### src/rtl/echo_acq_packer.sv
// echo_acq_packer: write-side producer for the acquisition byte FIFO.
// A trigger sends one header byte, then runs the pulse, damp and listen-delay
// phases, then captures num_samples decimated ADC samples as tagged byte pairs.
// Tag bits: 11 = header, 10 = sample high byte, 01 = sample low byte.
module echo_acq_packer #(
   parameter int ADC_BITS = 10,
   parameter int DECIM    = 4,
   parameter int NS_W     = 16
) (
   input  logic                wr_clk,
   input  logic                reset,
   input  logic                trigger,
   input  logic [7:0]          pulse_len,
   input  logic [7:0]          damp_len,
   input  logic [15:0]         delay_len,
   input  logic [NS_W-1:0]     num_samples,
   input  logic [ADC_BITS-1:0] adc_data,
   input  logic                full,
   output logic                wr_en,
   output logic [7:0]          wr_data,
   output logic                pulse_on,
   output logic                damp_on,
   output logic                busy,
   output logic                done,
   output logic                overflow,
   output logic [7:0]          drop_cnt
);

   typedef enum logic [2:0] {S_IDLE, S_HEADER, S_PULSE, S_DAMP, S_DELAY, S_ACQ} state_t;

   localparam logic [7:0] DLAST = 8'(DECIM - 1);

   state_t                state_q, state_d;
   logic [5:0]            seq_q, seq_d;
   logic [7:0]            plen_q, plen_d;
   logic [7:0]            dlen_q, dlen_d;
   logic [15:0]           dly_q, dly_d;
   logic [NS_W-1:0]       ns_q, ns_d;
   logic [15:0]           cnt_q, cnt_d;
   logic [7:0]            dcnt_q, dcnt_d;
   logic [NS_W-1:0]       scnt_q, scnt_d;
   logic [ADC_BITS-1:0]   sample_q, sample_d;
   logic [3:0]            hold_q, hold_d;
   logic                  ovf_q, ovf_d;
   logic [7:0]            drop_q, drop_d;
   logic                  done_q, done_d;
   logic                  req;
   logic [7:0]            req_data;

   // Where each phase hands over to; zero-length phases are skipped outright.
   state_t to_acq, to_dly, to_damp, to_pulse;
   assign to_acq   = (ns_q   != '0) ? S_ACQ   : S_IDLE;
   assign to_dly   = (dly_q  != '0) ? S_DELAY : to_acq;
   assign to_damp  = (dlen_q != '0) ? S_DAMP  : to_dly;
   assign to_pulse = (plen_q != '0) ? S_PULSE : to_damp;

   // Next-state, counters, byte requests and drop accounting.
   always_comb begin
      state_d  = state_q;
      seq_d    = seq_q;
      plen_d   = plen_q;
      dlen_d   = dlen_q;
      dly_d    = dly_q;
      ns_d     = ns_q;
      cnt_d    = cnt_q;
      dcnt_d   = dcnt_q;
      scnt_d   = scnt_q;
      sample_d = adc_data;
      hold_d   = hold_q;
      ovf_d    = ovf_q;
      drop_d   = drop_q;
      req      = 1'b0;
      req_data = 8'h00;
      case (state_q)
         S_IDLE: begin
            if (trigger) begin
               plen_d  = pulse_len;
               dlen_d  = damp_len;
               dly_d   = delay_len;
               ns_d    = num_samples;
               ovf_d   = 1'b0;
               drop_d  = 8'h00;
               state_d = S_HEADER;
            end
         end
         S_HEADER: begin
            req      = 1'b1;
            req_data = {2'b11, seq_q};
            seq_d    = seq_q + 6'd1;
            cnt_d    = '0;
            dcnt_d   = '0;
            scnt_d   = '0;
            state_d  = to_pulse;
         end
         S_PULSE: begin
            cnt_d = cnt_q + 16'd1;
            if (cnt_q == {8'h00, plen_q - 8'd1}) begin
               cnt_d   = '0;
               state_d = to_damp;
            end
         end
         S_DAMP: begin
            cnt_d = cnt_q + 16'd1;
            if (cnt_q == {8'h00, dlen_q - 8'd1}) begin
               cnt_d   = '0;
               state_d = to_dly;
            end
         end
         S_DELAY: begin
            cnt_d = cnt_q + 16'd1;
            if (cnt_q == dly_q - 16'd1) begin
               cnt_d   = '0;
               state_d = to_acq;
            end
         end
         S_ACQ: begin
            if (dcnt_q == 8'd0) begin
               req      = 1'b1;
               req_data = {2'b10, sample_q[9:4]};
               hold_d   = sample_q[3:0];
            end
            if (dcnt_q == 8'd1) begin
               req      = 1'b1;
               req_data = {4'b0100, hold_q};
               scnt_d   = scnt_q + NS_W'(1);
            end
            // A sample slot always runs its full DECIM cycles before exit.
            if (dcnt_q == DLAST) begin
               dcnt_d = '0;
               if (scnt_d == ns_q) state_d = S_IDLE;
            end else begin
               dcnt_d = dcnt_q + 8'd1;
            end
         end
         default: state_d = S_IDLE;
      endcase
      // Timing never stalls on full; the byte is simply lost and counted.
      if (req && full) begin
         ovf_d  = 1'b1;
         drop_d = (drop_q == 8'hFF) ? drop_q : drop_q + 8'd1;
      end
      done_d = (state_d == S_IDLE) && (state_q != S_IDLE);
   end

   // State and datapath registers with synchronous reset.
   always_ff @(posedge wr_clk) begin
      if (reset) begin
         state_q  <= S_IDLE;
         seq_q    <= '0;
         plen_q   <= '0;
         dlen_q   <= '0;
         dly_q    <= '0;
         ns_q     <= '0;
         cnt_q    <= '0;
         dcnt_q   <= '0;
         scnt_q   <= '0;
         sample_q <= '0;
         hold_q   <= '0;
         ovf_q    <= 1'b0;
         drop_q   <= '0;
         done_q   <= 1'b0;
      end else begin
         state_q  <= state_d;
         seq_q    <= seq_d;
         plen_q   <= plen_d;
         dlen_q   <= dlen_d;
         dly_q    <= dly_d;
         ns_q     <= ns_d;
         cnt_q    <= cnt_d;
         dcnt_q   <= dcnt_d;
         scnt_q   <= scnt_d;
         sample_q <= sample_d;
         hold_q   <= hold_d;
         ovf_q    <= ovf_d;
         drop_q   <= drop_d;
         done_q   <= done_d;
      end
   end

   assign wr_en    = req & ~full & ~reset;
   assign wr_data  = req_data;
   assign pulse_on = (state_q == S_PULSE);
   assign damp_on  = (state_q == S_DAMP);
   assign busy     = (state_q != S_IDLE);
   assign done     = done_q;
   assign overflow = ovf_q;
   assign drop_cnt = drop_q;

endmodule

### config.mk
export PLATFORM = sky130hd
export DESIGN_NAME = echo_acq_packer
export DESIGN_NICKNAME = d
export VERILOG_FILES = /design/src/rtl/echo_acq_packer.sv
export SDC_FILE = /design/constraint.sdc
export NUM_CORES = 1
export LEC_CHECK = 0
export CAP_MARGIN = 20
export CORE_ASPECT_RATIO = 1.75
export CORE_MARGIN = 2
export CORE_UTILIZATION = 45
export DETAILED_ROUTE_END_ITERATION = 7
export DONT_BUFFER_PORTS = 1
export GPL_ROUTABILITY_DRIVEN = 0
export PLACE_DENSITY = 0.64
export SLEW_MARGIN = 20
export SYNTH_ARGS = -nofsm -noshare
export SYNTH_HDL_FRONTEND = slang
export SYNTH_SLANG_ARGS = --single-unit
### constraint.sdc
create_clock -name wr_clk -period 2.8 [get_ports wr_clk]
set_clock_uncertainty 0.1 [all_clocks]
set_input_delay 0.84 -clock wr_clk [delete_from_list [all_inputs] [get_ports wr_clk]]
set_output_delay 0.84 -clock wr_clk [all_outputs]
set_load 0.02 [all_outputs]
==> impl_metrics.py <==
metrics = {
    "status": {
        "status": "finished with violations",
        "violations": "setup timing",
    },
    "power": {
        "ir_worst_vdd_mv": 0.347,
        "p_sw_w": 0.00191,
        "pwr_density_cell_nw_per_um2": 643,
        "power_frac_seq_pct": 34.1,
        "power.share.switching_pct": 33.1,
        "p_leak_nw": 3.53,
        "p_int_w": 0.00386,
        "combPwrFrac_pct": 26.6,
        "clkPwrFrac_pct": 39.4,
    },
    "timing": {
        "relSlewSlack_pct": 62.7,
        "setup_tns_ns": -2.48,
        "maxSlewViolCount": 0,
        "fin_hold_ws_ns": 0.372,
        "tightest_slew_ns": 0.558,
        "min_period_over_period_pct": 113,
        "fin_crit_ns": 3.16,
        "hold_viol_final": 0,
        "setup_viol_count_final": 12,
        "layout_setup_ws_ns": -0.356,
        "timing.fmax_mhz": 317,
        "rsz0062_at_grt": "true",
    },
    "synthesis": {
        "ys_types": 73,
        "synth_top_area_share_pct": 34.1,
        "syn-num-nets": 1017,
        "synth_area_leaders": "dfxtp_1 (34%), nand2_1 (9.3%), a21oi_1 (6.3%)",
        "netlist_area_um2": 7110,
        "synth_top_family_by_area": "simple AND/OR/NAND/NOR gates",
        "ys_ff_latch": 121,
        "yosys.area_share.simple_pct": 31.1,
        "ys_warn_count": 0,
        "ys_seq_area_share_pct": 34.1,
        "synth_adder_area_share_pct": 1.94,
        "yosysMostFrequentCell": "nand2_1",
        "synth_compound_area_share_pct": 17.7,
        "synth_edf_count": 0,
        "ys.flop_type": "dfxtp_1",
        "synth_top_cell_by_area": "dfxtp_1",
        "synth_xor_area_share_pct": 9.11,
        "syn_area_per_cell_um2": 7.53,
        "netlist_instances": 944,
        "synth.area.mux_share_pct": 1.43,
        "yosys-top-cells-count": "nand2_1 (177), dfxtp_1 (121), a21oi_1 (90)",
        "async_flop_share_pct": 0,
    },
    "detailed_routing": {
        "final_antenna_net_count": 0,
        "routed-wl-met2_mm": 12.2,
        "highest_layer": "met4",
        "drtPass1Iterations": 5,
        "drc": 0,
        "viasPerCell": 5.77,
        "met1_length_mm": 7.51,
        "drtIter0Drc": 325,
        "drt-total-wl_mm": 21.5,
        "vias": 7048,
        "avgRoutedWirePerCell_um": 17.6,
        "wl_met3_um": 801,
    },
    "worst_setup_path": {
        "path_max_fanout": 6,
        "critical_path.endpoint_type": "primary output",
        "rr_worst_depth": 10,
        "crit_type": "register to primary output",
        "critPathRequiredTime_ns": 1.86,
        "cp-start-kind": "register",
        "cp.arrival_ns": 2.22,
    },
    "floorplan": {
        "fp.dieW_um": 99.0,
        "die_h_um": 170,
        "core-area_um2": 15400,
        "start_util_pct": 46.2,
        "row_count": 60,
        "fp.dieArea_um2": 16900,
        "io_pins": 84,
    },
    "clock_network": {
        "clk_path_buf_depth": 2,
        "cts_hold_buf": 0,
        "htree_levels": 4,
        "root_buffer": "clkbuf_16",
        "clock_latency_ns": 0.43,
        "cts_tree": "yes",
        "cts_inserted_buffers": 17,
        "cts_sinks": 121,
        "clk_pin_slew_ns": 0.06,
    },
    "layout": {
        "post-route-util_pct": 58.3,
        "stdcell_area_um2": 8970,
        "diodes": 0,
        "area_delta_synth_final_pct": 26.2,
        "drive_above_1_share_pct": 21.6,
        "fin_nets": 1095,
    },
    "grt": {
        "first_global_vias": 6948,
        "grt_max_degree": 108,
        "grt_pass1_wl_mm": 33.6,
        "track_usage_pct": 25.0,
        "antenna_found_initial": 0,
        "grt_overflow": 0,
    },
    "flow_run": {
        "drv_cap": 0,
    },
    "worst_hold_path": {
        "hold_class": "register to register",
        "holdPathStages": 2,
    },
    "placement": {
        "preCtsSetupSlack_ns": -0.0856,
        "io_buffers": 0,
        "post-dp-hpwl_mm": 15.4,
        "place_area_um2": 7960,
    },
}
-- metal layers --
metal,up-vias,track usage [%]
li1,3480,-
met1,3342,23.9
met2,163,48.4
met3,63,4.39
met4,0,14.7
met5,-,0
-- path summary, 6_finish.rpt --
kind | from | slack [ns] | end
worst min register to register | sample_q[2]$_SDFF_PP0_ | 0.37 | hold_q[2]$_SDFFE_PP0P_
worst max register to register | dcnt_q[7]$_SDFFE_PP0P_ | -0.08 | done$_SDFF_PP0_
worst max-delay path | dcnt_q[7]$_SDFFE_PP0P_ | -0.36 | wr_data[3]
worst min-delay path | sample_q[2]$_SDFF_PP0_ | 0.37 | hold_q[2]$_SDFFE_PP0P_
-- worst max-delay path, stage by stage (launching register included) --
cell and delay (ns):
dfxtp_2 0.31, or4_4 0.55, nor3_4 0.16, nand4_1 0.22, nor2_4 0.27, a222oi_1 0.11, inv_1 0.17
-- layout by cell type (no fill, tap or decap), types with 16 or more instances in the layout --
master and n:
or3_1 19, and3_1 16, nand3_1 28, nand2_1 174, buf_4 111, nor2_1 77, nor3_1 18, nor2b_1 16
a21oi_1 87, o21ai_0 19, xnor2_1 42, dfxtp_1 113, clkbuf_16 17, inv_1 21, xor2_1 30
-- flip-flops by register name (all words and copies together), names as in the netlist --
name	flops
cnt_q	16
hold_q	4
scnt_q	16
dlen_q	8
ns_q	16
overflow	1
seq_q	6
sample_q	10
drop_cnt	8
dcnt_q	8
done	1
plen_q	8
state_q	3
dly_q	16
-- power by group through the flow --
stage | logic, W | registers (W) | clock network, W
after floorplan | 0.000958 | 0.00196 | 0
after global placement | 0.00137 | 0.00200 | 0
after detailed placement | 0.00138 | 0.00200 | 0
after CTS | 0.00142 | 0.00196 | 0.00230
after global routing | 0.00167 | 0.00198 | 0.00238
final | 0.00153 | 0.00196 | 0.00227
-- timing repair --
item	CTS	global route
buffers inserted	4	11
endpoints found under the hold margin	0	0
resized for setup	11	58
endpoints found under the setup margin	13	28
pin swaps	9	38
-- cell families after synthesis --
family	after synthesis
compound gates	198
xor+xnor	74
fa+ha+maj	11
buf+inv	86
flops	121
mux	10
simple gates	444
-- per-stage QoR --
stage,instances,power [W]
2_1_floorplan,944,0.00291
3_3_place_gp,1175,0.00337
3_5_place_dp,1175,0.00338
4_1_cts,1211,0.00568
5_1_grt,1221,0.00602
6_report,1221,0.00577
-- area by class of cell --
| type | instances | area, um2 |
|---|---|---|
| Clock buffer | 17 | 425 |
| Clock inverter | 15 | 180 |
| Fill cell | 1395 | 6420 |
| Inverter | 24 | 90.1 |
| Multi-Input combinational cell | 737 | 4660 |
| Sequential cell | 121 | 2430 |
| Tap cell | 186 | 233 |
| Timing Repair Buffer | 121 | 955 |
Note: power is estimated with default switching activity, not from simulation.
